[src/rtl/wash_cycle_ctrl.sv]
// Washing-machine programme sequencer: IDLE -> FILL -> WASH -> RINSE -> SPIN -> IDLE,
// with an optional second WASH/RINSE pass; drives the external phase timer and actuators.
module wash_cycle_ctrl #(
    parameter int unsigned PW      = 16,
    parameter int unsigned FILL_T  = 2,
    parameter int unsigned WASH_T  = 5,
    parameter int unsigned RINSE_T = 2,
    parameter int unsigned SPIN_T  = 1
) (
    input  logic          clk,
    input  logic          reset,
    input  logic          start,
    input  logic          double_wash,
    input  logic          door_closed,
    input  logic          pause,
    input  logic          timer_done,
    output logic          timer_enable,
    output logic          timer_clear,
    output logic [PW-1:0] timer_period,
    output logic          water_valve,
    output logic          wash_motor,
    output logic          spin_motor,
    output logic          drain_pump,
    output logic          door_lock,
    output logic [2:0]    state,
    output logic          done
);

    typedef enum logic [2:0] {
        IDLE  = 3'd0,
        FILL  = 3'd1,
        WASH  = 3'd2,
        RINSE = 3'd3,
        SPIN  = 3'd4
    } phase_t;

    phase_t        cur, nxt;
    logic          pass, nxt_pass;
    logic          dw, nxt_dw;
    logic          nxt_done;
    logic          entering;
    logic          honoured;
    logic [PW-1:0] nxt_period;

    // The restart cycle itself keeps the timer gated, so a stale done is never honoured.
    assign timer_enable = (cur != IDLE) & ~pause & ~timer_clear;
    assign honoured     = timer_enable & timer_done;
    assign state        = cur;

    always_comb begin
        nxt      = cur;
        nxt_pass = pass;
        nxt_dw   = dw;
        nxt_done = 1'b0;
        case (cur)
            IDLE: begin
                if (start && door_closed) begin
                    nxt      = FILL;
                    nxt_dw   = double_wash;
                    nxt_pass = 1'b0;
                end
            end
            FILL:  if (honoured) nxt = WASH;
            WASH:  if (honoured) nxt = RINSE;
            RINSE: begin
                if (honoured) begin
                    if (dw && !pass) begin
                        nxt      = WASH;
                        nxt_pass = 1'b1;
                    end else begin
                        nxt = SPIN;
                    end
                end
            end
            SPIN: begin
                if (honoured) begin
                    nxt      = IDLE;
                    nxt_done = 1'b1;
                end
            end
            default: nxt = IDLE;
        endcase
    end

    assign entering = (nxt != cur) && (nxt != IDLE);

    always_comb begin
        nxt_period = timer_period;
        case (nxt)
            FILL:    nxt_period = PW'(FILL_T);
            WASH:    nxt_period = PW'(WASH_T);
            RINSE:   nxt_period = PW'(RINSE_T);
            SPIN:    nxt_period = PW'(SPIN_T);
            default: nxt_period = '0;
        endcase
    end

    always_ff @(posedge clk or negedge reset) begin
        if (!reset) begin
            cur          <= IDLE;
            pass         <= 1'b0;
            dw           <= 1'b0;
            timer_clear  <= 1'b0;
            timer_period <= '0;
            water_valve  <= 1'b0;
            wash_motor   <= 1'b0;
            spin_motor   <= 1'b0;
            drain_pump   <= 1'b0;
            door_lock    <= 1'b0;
            done         <= 1'b0;
        end else begin
            cur          <= nxt;
            pass         <= nxt_pass;
            dw           <= nxt_dw;
            timer_clear  <= entering;
            timer_period <= nxt_period;
            water_valve  <= (nxt == FILL) & ~pause;
            wash_motor   <= ((nxt == WASH) | (nxt == RINSE)) & ~pause;
            drain_pump   <= ((nxt == RINSE) | (nxt == SPIN)) & ~pause;
            spin_motor   <= (nxt == SPIN) & ~pause;
            door_lock    <= (nxt != IDLE);
            done         <= nxt_done;
        end
    end

endmodule

[config.mk]
export PLATFORM = sky130hd
export DESIGN_NAME = wash_cycle_ctrl
export DESIGN_NICKNAME = d
export VERILOG_FILES = /design/src/rtl/wash_cycle_ctrl.sv
export SDC_FILE = /design/constraint.sdc
export NUM_CORES = 1
export LEC_CHECK = 0
export CAP_MARGIN = 20
export CORE_AREA = 2 2 46 48
export DETAILED_ROUTE_END_ITERATION = 16
export DIE_AREA = 0 0 48 50
export GPL_TIMING_DRIVEN = 0
export PLACE_DENSITY = 0.79
export SYNTH_ARGS = -nofsm -noshare
export SYNTH_HDL_FRONTEND = slang
export SYNTH_SLANG_ARGS = --single-unit
export TNS_END_PERCENT = 10
[constraint.sdc]
create_clock -name clk -period 2.6 [get_ports clk]
set_clock_uncertainty 0.15 [all_clocks]
set_input_delay 0.52 -clock clk [delete_from_list [all_inputs] [get_ports clk]]
set_output_delay 0.52 -clock clk [all_outputs]
set_load 0.005 [all_outputs]
==> metrics.md, run 1 <==
| Metric | Value |
|---|---|
| Slowest stage cell, crit path | `clkdlybuf4s50_1` |
| Final instance area | `~0.0011 mm2` |
| Gr usage total | `approximately an eighth` |
| Wire length per cell | `between 10 and 15 um` |
| Yosys warns | `0` |
| Worst path depth | `3` |
| DRT iter0 DRCs | `3` |
| CTS sink count | `15` |
| Peak supply drop | `about 0.46 mV` |
| Largest net degree at the start of global routing | `16` |
| Total setup buffers inserted after CTS | `0` |
| #FFs+latches synth | `15` |
| Pwr dens | `about 870 mW/mm2` |
| Syn avg cell area | `approximately 11 um2` |
| Crit path buffers/inverters | `2` |
| Static Leakage | `0.521 nW` |
| H-tree depth | `1` |
| Relative slew slack | `55.8%` |
| Pre-CTS WS | `0.121 ns` |
| TritonCTS Buffers | `3` |
| Layout Nets | `~110` |
| DP Wirelength | `between 1000 and 1500 um` |
| Initial Utilization | `roughly two fifths` |
| CP Cell Sequence | `clkdlybuf4s50_1, nor3_1, clkdlybuf4s50_1` |
| Clock Root Buffer | `clkbuf_4` |
| Cells after synthesis | `between 60 and 70` |
| Die span in y | `50 um` |
| RR Startpoint | `state[1]$_DFF_PN0_` |
| CP delay by family, top | `buffers and inverters` |
| Core area | `between 0.0015 and 0.002 mm2` |
| R2r endpoint | `drain_pump$_DFF_PN0_` |
| Seq/Total Area, Yosys | `a little under half` |
| Startpoint types | `input pin` |
| Final Cycle Share | `a little over nine tenths` |
| CP required | `~1.9 ns` |
| Fillers | `roughly 170` |
| Hold buffers post-CTS | `0` |
| CTS clock-pin slew for the worst setup and hold paths | `about 0.080 ns` |
| Initial antenna violation count | `0` |
| Setup crit end | `timer_enable` |
| Worst hold path type | `reg -> reg` |
| Routability cong. | `around 0.82` |
| Combinational power share | `48.6%` |
| Worst-path maximum fanout | `8` |
| Remaining antenna violation count after routing | `0` |
| Layout cell share with drive strength beyond 1 | `27.6%` |
| Min cycle time layout | `about 2.5 ns` |
| CTS tree | `done` |
| Worst Tran Pin Value | `between 0.6 and 0.7 ns` |
| Max stage delay on crit path | `roughly 0.54 ns` |
| Syn-to-layout area delta | `39.0%` |
| DIE WIDTH | `approximately 48 um` |
| Switching power of the nets | `about 0.32 mW` |
| Final Hold Fails | `0` |
| CP Capture Type | `output pin` |
| Vias | `a little under 600` |
| Total gr overflow | `0` |
| WP data arrival | `1.82 ns` |
| WL final | `between 1000 and 1500 um` |
| Synthesized cell area | `just under 800 um2` |
| Fin util | `a little under three fifths` |
| Placed cell area | `approximately 0.0011 mm2` |
| Tot Pwr | `around 0.95 mW` |
| First-pass GRT wire length | `between 2000 and 2500 um` |
| Clk buf depth | `2` |
| Worst-Skew Late Latency | `between 0.2 and 0.3 ns` |
| R2R depth | `5` |
| RSZ-0062 raised after global routing | `no` |
| DR DRC count | `0` |
| Ant. Diodes | `0` |
| Sw Ratio | `between 30% and 40%` |
| Die area | `~0.0024 mm2` |
| Slew Viols, Final | `0` |
| Port Buffer Count | `20` |
| Most used cell, CP | `clkdlybuf4s50_1` |
| # setup viols final | `0` |
| Clk pwr share | `roughly 14%` |
| Final TNS setup | `0 ns` |
| Synth unique cells | `30` |
| F_max | `402 MHz` |
| FP Rows | `16` |
| Critical Path Start | `pause` |
| Final WS setup | `between 0.1 and 0.15 ns` |
| P_int | `0.633 mW` |
| Register share of total power | `37.9%` |
| WS Path Type | `in -> out` |
| First-pass DRT Iterations | `4` |
| CTS resizes | `0` |
| R2r setup slk | `between 0.9 and 1 ns` |
| Max cap viols | `0` |
| Boundary Pins | `34` |
| Number of global-route vias before repair | `approximately 550` |
| Via/cell ratio | `~4.4` |
| Status | `complete, no violations` |
-- placed cells by master (no fill, tap or decap), types with 2 or more instances in the layout --
cell type,Yosys,final
buf_4,15,15
nand3_1,2,2
nand2_1,2,2
clkbuf_4,0,3
nor2_1,6,6
dfrtp_1,15,15
nor2b_1,2,2
nor3_2,2,2
clkdlybuf4s50_1,0,20
inv_1,3,3
conb_1,1,13
-- cells by family (layout without fill, tap and decap cells) --
| group | count (synthesis) | after routing | synth area share, % |
|---|---|---|---|
| AOI/OAI and AO/OA | 9 | 9 | 13.7 |
| buffers and inverters | 19 | 43 | 16.2 |
| DFF | 15 | 15 | 47.8 |
| muxes | 1 | 1 | 1.43 |
| other | 1 | 13 | 0.477 |
| and+or+nand+nor | 24 | 24 | 20.4 |
-- worst min-delay path by stage --
| stage | endpoint | start | depth (start not counted) | slack, ns |
|---|---|---|---|---|
| after floorplan | done$_DFF_PN0_ | reset | 0 | 0.07 |
| final | pass$_DFFE_PN0P_ | pass$_DFFE_PN0P_ | 1 | 0.36 |
| after detailed placement | pass$_DFFE_PN0P_ | pass$_DFFE_PN0P_ | 1 | 0.34 |
| after CTS | pass$_DFFE_PN0P_ | pass$_DFFE_PN0P_ | 1 | 0.36 |
| after global placement | pass$_DFFE_PN0P_ | pass$_DFFE_PN0P_ | 1 | 0.33 |
| after global routing | pass$_DFFE_PN0P_ | pass$_DFFE_PN0P_ | 1 | 0.38 |
-- cell usage after synthesis --
library cell  count  area, um2
nor3b_1           1       7.51
a311oi_2          1       15.0
a22oi_1           1       7.51
and4bb_4          1       16.3
nand3_1           2       10.0
o21ai_1           1       5.00
nand3b_1          1       7.51
mux2_1            1       11.3
dfrtp_1          15        375
nor3_2            2       20.0
a2111oi_4         1       27.5
nor2_1            6       22.5
a31oi_1           1       6.26
and2b_1           1       7.51
nor3_1            1       5.00
o211ai_1          1       7.51
buf_4            15        113
or3b_4            1       11.3
nand2b_1          1       6.26
nor2_2            1       6.26
conb_1            1       3.75
a22o_1            1       8.76
inv_1             3       11.3
nand2_1           2       7.51
inv_2             1       3.75
a311oi_1          1       8.76
nand4bb_1         1       11.3
a22oi_4           1       21.3
and2_4            1       8.76
nor2b_1           2       12.5
-- stage by stage --
stage / cells / hold WS [ns]
global placement: 128 / 0.326
floorplan: 81 / 0.0744
global route: 132 / 0.382
finish: 132 / 0.355
CTS: 132 / 0.360
detailed placement: 128 / 0.339
-- layer usage --
| metal | GRT usage, % | vias up | wire length [um] |
|---|---|---|---|
| met3 | 2.56 | 2 | 137 |
| met4 | 6.76 | 0 | 13 |
| met1 | 14.4 | 266 | 599 |
| li1 | - | 282 | - |
| met5 | 0 | - | 0 |
| met2 | 21.8 | 30 | 665 |
-- power by group through the flow --
stage	combinational (mW)	sequential (mW)	clock (mW)
final	0.462	0.361	0.128
after global routing	0.509	0.373	0.147
after CTS	0.466	0.363	0.134
after detailed placement	0.464	0.368	0
after global placement	0.453	0.363	0
after floorplan	0.258	0.368	0
-- worst register-to-register path, cell delays in order, from the launching register on --
cell and delay (ns):
dfrtp_1 0.39, buf_4 0.17, nand3b_1 0.20, a311oi_2 0.47
nor2_2 0.06, nor3_2 0.11
-- layout make-up --
type | count | area, um2 | share of cell area, %
Sequential cell | 15 | 375 | 34.4
Clock buffer | 3 | 22.5 | 2.06
Timing Repair Buffer | 20 | 200 | 18.3
Multi-Input combinational cell | 47 | 328 | 30.0
Buffer | 15 | 113 | 10.3
Inverter | 4 | 15.0 | 1.37
Tap cell | 27 | 33.8 | 3.09
Clock inverter | 1 | 5.00 | 0.458
No activity file was read; power rests on OpenSTA's default activity.
==> run 2, diff against run 1 <==
--- a/config.mk
+++ b/config.mk
@@ -11,6 +11,8 @@
 export DIE_AREA = 0 0 48 50
 export GPL_TIMING_DRIVEN = 0
 export PLACE_DENSITY = 0.79
+export RECOVER_POWER = 50
+export SKIP_LAST_GASP = 1
 export SYNTH_ARGS = -nofsm -noshare
 export SYNTH_HDL_FRONTEND = slang
 export SYNTH_SLANG_ARGS = --single-unit
==> run 2 against run 1 <==
Wire length fell by 0.85%. Worst hold slack barely moved. Clock-buffer cell count did not move. Cell area fell by 0.69%. First-iteration DRC count fell by 33%. Setup slack improved by 0.017 ns. Clock power barely moved. Non-clock buffer count did not move. Utilization fell by 0.39 points.
==> metrics.md, run 2 (synthesis gave the netlist of run 1 again) <==
| Metric | Value |
|---|---|
| Status | `complete, no violations (unchanged)` |
| Syn-to-layout area delta | `38.1% (was 39.0%)` |
| Worst hold path type | `reg -> reg (unchanged)` |
| Total gr overflow | `0 (unchanged)` |
| Worst Tran Pin Value | `0.669 ns (was 0.660 ns)` |
| Startpoint types | `input pin (unchanged)` |
| Remaining antenna violation count after routing | `0 (unchanged)` |
| First-pass DRT Iterations | `4 (unchanged)` |
| # setup viols final | `0 (unchanged)` |
| CP required | `1.93 ns (about the same)` |
| Vias | `569 (was 580)` |
| CP Capture Type | `output pin (unchanged)` |
| Final Hold Fails | `0 (unchanged)` |
| Static Leakage | `0.525 nW (was 0.521 nW)` |
| Slew Viols, Final | `0 (unchanged)` |
| Layout cell share with drive strength beyond 1 | `25.7% (was 27.6%)` |
| Ant. Diodes | `0 (unchanged)` |
| Layout Nets | `113 (unchanged)` |
| CTS resizes | `0 (unchanged)` |
| CTS sink count | `15 (unchanged)` |
| Initial antenna violation count | `0 (unchanged)` |
| Max cap viols | `0 (unchanged)` |
| Gr usage total | `12.9% (unchanged)` |
| WP data arrival | `1.80 ns (was 1.82 ns)` |
| Relative slew slack | `55.2% (was 55.8%)` |
| H-tree depth | `1 (unchanged)` |
| Peak supply drop | `0.452 mV (was 0.456 mV)` |
| Commonest non-fill, non-tap cells in the layout | `clkdlybuf4s50_1, buf_4, dfrtp_1 (unchanged)` |
| WL final | `1400 um (was 1420 um)` |
| Hold buffers post-CTS | `0 (unchanged)` |
| Total setup buffers inserted after CTS | `0 (unchanged)` |
| Placed insts | `128 (unchanged)` |
| Number of global-route vias before repair | `545 (unchanged)` |
| DRT iter0 DRCs | `2 (was 3)` |
| Die span in y | `50 um (unchanged)` |
| Final instance area | `0.00108 mm2 (was 0.00109 mm2)` |
| CTS tree | `done (unchanged)` |
| F_max | `404 MHz (was 402 MHz)` |
| Reg area | `375 um2 (unchanged)` |
| Fillers | `173 (was 171)` |
| Placed cell area | `0.00106 mm2 (unchanged)` |
| Worst-Skew Late Latency | `0.28 ns (about the same)` |
| DIE WIDTH | `48 um (unchanged)` |
| RSZ-0062 raised after global routing | `no (unchanged)` |
| Core area | `0.00190 mm2 (unchanged)` |
| Clock Root Buffer | `clkbuf_4 (unchanged)` |
| Die area | `0.00240 mm2 (unchanged)` |
| FP Rows | `16 (unchanged)` |
| DP Wirelength | `1120 um (unchanged)` |
| Commonest non-fill, non-tap cell in the layout | `clkdlybuf4s50_1 (unchanged)` |
| Worst-path maximum fanout | `8 (unchanged)` |
| DR DRC count | `0 (unchanged)` |
| Pwr dens | `868 mW/mm2 (was 871 mW/mm2)` |
| Clk buf depth | `2 (unchanged)` |
| TritonCTS Buffers | `3 (unchanged)` |
| Min cycle time layout | `2.47 ns (was 2.49 ns)` |
| Boundary Pins | `34 (unchanged)` |
| Tot Pwr | `0.942 mW (was 0.952 mW)` |
| Initial Utilization | `41.3% (unchanged)` |
| First-pass GRT wire length | `2200 um (unchanged)` |
| Final std cells w/o fill | `132 (unchanged)` |
| Routability cong. | `0.818 (unchanged)` |
| Via/cell ratio | `4.31 (was 4.39)` |
| Port Buffer Count | `20 (unchanged)` |
| Largest net degree at the start of global routing | `16 (unchanged)` |
| Footprint of the multi-input gates | `320 um2 (was 328 um2)` |
| Final TNS setup | `0 ns (unchanged)` |
| Wire length per cell | `10.6 um (was 10.7 um)` |
| WS Path Type | `in -> out (unchanged)` |
| CTS clock-pin slew for the worst setup and hold paths | `0.08 ns (about the same)` |
| Final Cycle Share | `95.1% (was 95.8%)` |
## run 2: worst paths after layout
check	startpoint	endpoint	slack, ns	cells after the start
max	pause	timer_enable	0.13	3
min in group asynchronous	reset	state[2]$_DFF_PN0_	0.56	1
max reg2reg	state[1]$_DFF_PN0_	dw$_DFFE_PN0P_	0.91	4
min	pass$_DFFE_PN0P_	pass$_DFFE_PN0P_	0.36	1
min reg2reg	pass$_DFFE_PN0P_	pass$_DFFE_PN0P_	0.36	1
max in group asynchronous	reset	timer_period[1]$_DFF_PN0_	1.31	1
## run 2: routing by layer
| layer | share of wire [%] | vias up | GRT usage, % | routed length (um) |
|---|---|---|---|---|
| met2 | 47 | 29 | 21.8 | 657 |
| met3 | 9.8 | 2 | 2.56 | 137 |
| met1 | 42 | 256 | 14.4 | 594 |
| met4 | 0.93 | 0 | 6.76 | 13 |
| li1 | - | 282 | - | - |
| met5 | 0 | - | 0 | 0 |
## run 2: through the flow
| stage | util [%] | hold WS (ns) | worst slack (ns) |
|---|---|---|---|
| floorplan | - | 0.0744 | 1.01 |
| global placement | 56.0 | 0.326 | 0.111 |
| detailed placement | 56.0 | 0.339 | 0.121 |
| CTS | 57.4 | 0.360 | 0.115 |
| global route | 57.0 | 0.382 | 0.0522 |
| finish | 57.0 | 0.355 | 0.127 |
## run 2: final cells by class
| cell class | instances | share of cell area [%] |
|---|---|---|
| sequential | 15 | 34.6 |
| multi-input combinational | 47 | 29.5 |
| timing repair buffer | 20 | 18.5 |
| buffer | 15 | 10.4 |
| tap | 27 | 3.11 |
| clock buffer | 3 | 2.08 |
| inverter | 4 | 1.38 |
| clock inverter | 1 | 0.461 |
## run 2: where the power goes
part	switching (mW)	total (mW)	internal, mW
Combinational	0.200	0.454	0.254
Sequential	0.0428	0.359	0.316
Clock	0.0715	0.129	0.0570
Total	0.315	0.942	0.627
## run 2: critical path: stages
cell	delay (ns)
clkdlybuf4s50_1	0.53
nor3_1	0.23
clkdlybuf4s50_1	0.52
==> run 3, diff against run 2 <==
--- a/config.mk
+++ b/config.mk
@@ -11,7 +11,7 @@
 export DIE_AREA = 0 0 48 50
 export GPL_TIMING_DRIVEN = 0
 export PLACE_DENSITY = 0.79
-export RECOVER_POWER = 50
+export RECOVER_POWER = 25
 export SKIP_LAST_GASP = 1
 export SYNTH_ARGS = -nofsm -noshare
 export SYNTH_HDL_FRONTEND = slang
==> run 3 against run 2 <==
Combinational power is 2% higher. Wire length is 0.86% higher. Utilization up 0.39 points. Power is 1.0% higher. Cell count stayed put. Cell area increased by 0.69%. Clock power hardly changed. Largest power group unchanged. Sequential share of layout area down 0.24 points. Clock-buffer cell count unchanged. Largest cell class unchanged. Non-clock buffer count is the same. Sequential power is essentially flat. First-iteration DRC count is 50% higher.
==> metrics.md, run 3 (synthesis gave the netlist of run 1 again) <==
| Metric | Value |
|---|---|
| Status | `complete, no violations (unchanged)` |
| Gr usage total | `12.9% (unchanged)` |
| Pre-CTS WS | `0.121 ns (unchanged)` |
| HP Start | `pass$_DFFE_PN0P_ (unchanged)` |
| Static Leakage | `0.521 nW (was 0.525 nW)` |
| First-pass DRT Iterations | `4 (unchanged)` |
| CTS resizes | `0 (unchanged)` |
| First-pass GRT wire length | `2200 um (unchanged)` |
| Commonest non-fill, non-tap cell in the layout | `clkdlybuf4s50_1 (unchanged)` |
| Initial Utilization | `41.3% (unchanged)` |
| TritonCTS Buffers | `3 (unchanged)` |
| CP required | `1.93 ns (about the same)` |
| R2r endpoint | `drain_pump$_DFF_PN0_ (was dw$_DFFE_PN0P_)` |
| Number of global-route vias before repair | `545 (unchanged)` |
| Min cycle time layout | `2.49 ns (was 2.47 ns)` |
| DR DRC count | `0 (unchanged)` |
| CTS tree | `done (unchanged)` |
| DIE WIDTH | `48 um (unchanged)` |
| Setup crit end | `timer_enable (unchanged)` |
| Worst path depth | `3 (unchanged)` |
| Placed insts | `128 (unchanged)` |
| Die area | `0.00240 mm2 (unchanged)` |
| Routability cong. | `0.818 (unchanged)` |
| Remaining antenna violation count after routing | `0 (unchanged)` |
| Vias | `580 (was 569)` |
| Wire length per cell | `10.7 um (was 10.6 um)` |
| Clock Root Buffer | `clkbuf_4 (unchanged)` |
| Layout Nets | `113 (unchanged)` |
| Placed cell area | `0.00106 mm2 (unchanged)` |
| RR Startpoint | `state[1]$_DFF_PN0_ (unchanged)` |
| Worst-path maximum fanout | `8 (unchanged)` |
| Max cap viols | `0 (unchanged)` |
| R2R depth | `5 (was 4)` |
| RSZ-0062 raised after global routing | `no (unchanged)` |
| Fin util | `57.4% (was 57.0%)` |
| F_max | `402 MHz (was 404 MHz)` |
| Die span in y | `50 um (unchanged)` |
| Max stage delay on crit path | `0.54 ns (was 0.53 ns)` |
| DRT iter0 DRCs | `3 (was 2)` |
| Slowest stage cell, crit path | `clkdlybuf4s50_1 (unchanged)` |
| Relative slew slack | `55.4% (was 55.2%)` |
| CP Cell Sequence | `clkdlybuf4s50_1, nor3_1, clkdlybuf4s50_1 (unchanged)` |
| CP delay by family, top | `buffers and inverters (unchanged)` |
| Ant. Diodes | `0 (unchanged)` |
| Clk buf depth | `2 (unchanged)` |
| CP Capture Type | `output pin (unchanged)` |
| Total gr overflow | `0 (unchanged)` |
| Commonest non-fill, non-tap cells in the layout | `clkdlybuf4s50_1, buf_4, dfrtp_1 (unchanged)` |
| Layout cell share with drive strength beyond 1 | `27.6% (was 25.7%)` |
| CTS sink count | `15 (unchanged)` |
| Final Cycle Share | `95.8% (was 95.1%)` |
| WS Path Type | `in -> out (unchanged)` |
| Syn-to-layout area delta | `39.0% (was 38.1%)` |
| Final instance area | `0.00109 mm2 (was 0.00108 mm2)` |
| Port Buffer Count | `20 (unchanged)` |
| WL final | `1420 um (was 1400 um)` |
| Via/cell ratio | `4.39 (was 4.31)` |
| Crit path buffers/inverters | `2 (unchanged)` |
| Largest net degree at the start of global routing | `16 (unchanged)` |
| Final Hold Fails | `0 (unchanged)` |
| Pwr dens | `871 mW/mm2 (was 868 mW/mm2)` |
| FP Rows | `16 (unchanged)` |
| Slew Viols, Final | `0 (unchanged)` |
| DP Wirelength | `1120 um (unchanged)` |
| CTS clock-pin slew for the worst setup and hold paths | `0.08 ns (about the same)` |
| Startpoint types | `input pin (unchanged)` |
| Final WS setup | `0.110 ns (was 0.127 ns)` |
| R2r setup slk | `0.98 ns (was 0.91 ns)` |
| Worst hold path type | `reg -> reg (unchanged)` |
| # setup viols final | `0 (unchanged)` |
| Hold buffers post-CTS | `0 (unchanged)` |
| WP data arrival | `1.82 ns (was 1.80 ns)` |
| Final std cells w/o fill | `132 (unchanged)` |
| Peak supply drop | `0.456 mV (was 0.452 mV)` |
| Core area | `0.00190 mm2 (unchanged)` |
| Critical Path Start | `pause (unchanged)` |
| Worst Tran Pin Value | `0.667 ns (was 0.669 ns)` |
| Most used cell, CP | `clkdlybuf4s50_1 (unchanged)` |
| H-tree depth | `1 (unchanged)` |
| Final TNS setup | `0 ns (unchanged)` |
| Total setup buffers inserted after CTS | `0 (unchanged)` |
| Initial antenna violation count | `0 (unchanged)` |
| Worst-Skew Late Latency | `0.28 ns (about the same)` |
| Boundary Pins | `34 (unchanged)` |
[run 3: changes by cell type in the layout (fill, tap and decap cells not counted)]
cell,before,now
clkdlybuf4s50_1,17,19
dlygate4sd3_1,3,1
nor3_1,2,1
nor3_2,1,2
or3b_1,1,0
or3b_4,0,1
[run 3: metrics by stage]
step           hold slack, ns  total power [mW]
6_report                0.355             0.951
5_1_grt                 0.382              1.03
4_1_cts                 0.360             0.963
3_5_place_dp            0.339             0.832
3_3_place_gp            0.326             0.816
2_1_floorplan          0.0744             0.626
[run 3: worst min path at each step]
stage | endpoint | cells past startpoint
finish | pass$_DFFE_PN0P_ | 1
detailed placement | pass$_DFFE_PN0P_ | 1
CTS | pass$_DFFE_PN0P_ | 1
global placement | pass$_DFFE_PN0P_ | 1
global route | pass$_DFFE_PN0P_ | 1
floorplan | done$_DFF_PN0_ | 0
[run 3: routing by layer]
layer | GRT usage [%] | share of wire (%) | wire length [um] | vias to the layer above
li1 | - | - | - | 282
met5 | 0 | 0 | 0 | -
met4 | 6.76 | 0.92 | 13 | 0
met3 | 2.56 | 9.7 | 137 | 2
met1 | 14.4 | 42 | 599 | 266
met2 | 21.8 | 47 | 665 | 30
[run 3: where the power goes]
group / internal, mW / switching [mW] / total [mW] / leakage (nW)
sequential: 0.316 / 0.0449 / 0.361 / 0.189
combinational: 0.260 / 0.202 / 0.462 / 0.314
clock: 0.0570 / 0.0715 / 0.128 / 0.0177
total: 0.633 / 0.318 / 0.951 / 0.521
[run 3: layout make-up]
| class | instances | area [um2] |
|---|---|---|
| Buffer | 15 | 113 |
| Multi-Input combinational cell | 47 | 328 |
| Fill cell | 171 | 810 |
| Inverter | 4 | 15.0 |
| Clock inverter | 1 | 5.00 |
| Tap cell | 27 | 33.8 |
| Clock buffer | 3 | 22.5 |
| Timing Repair Buffer | 20 | 200 |
| Sequential cell | 15 | 375 |
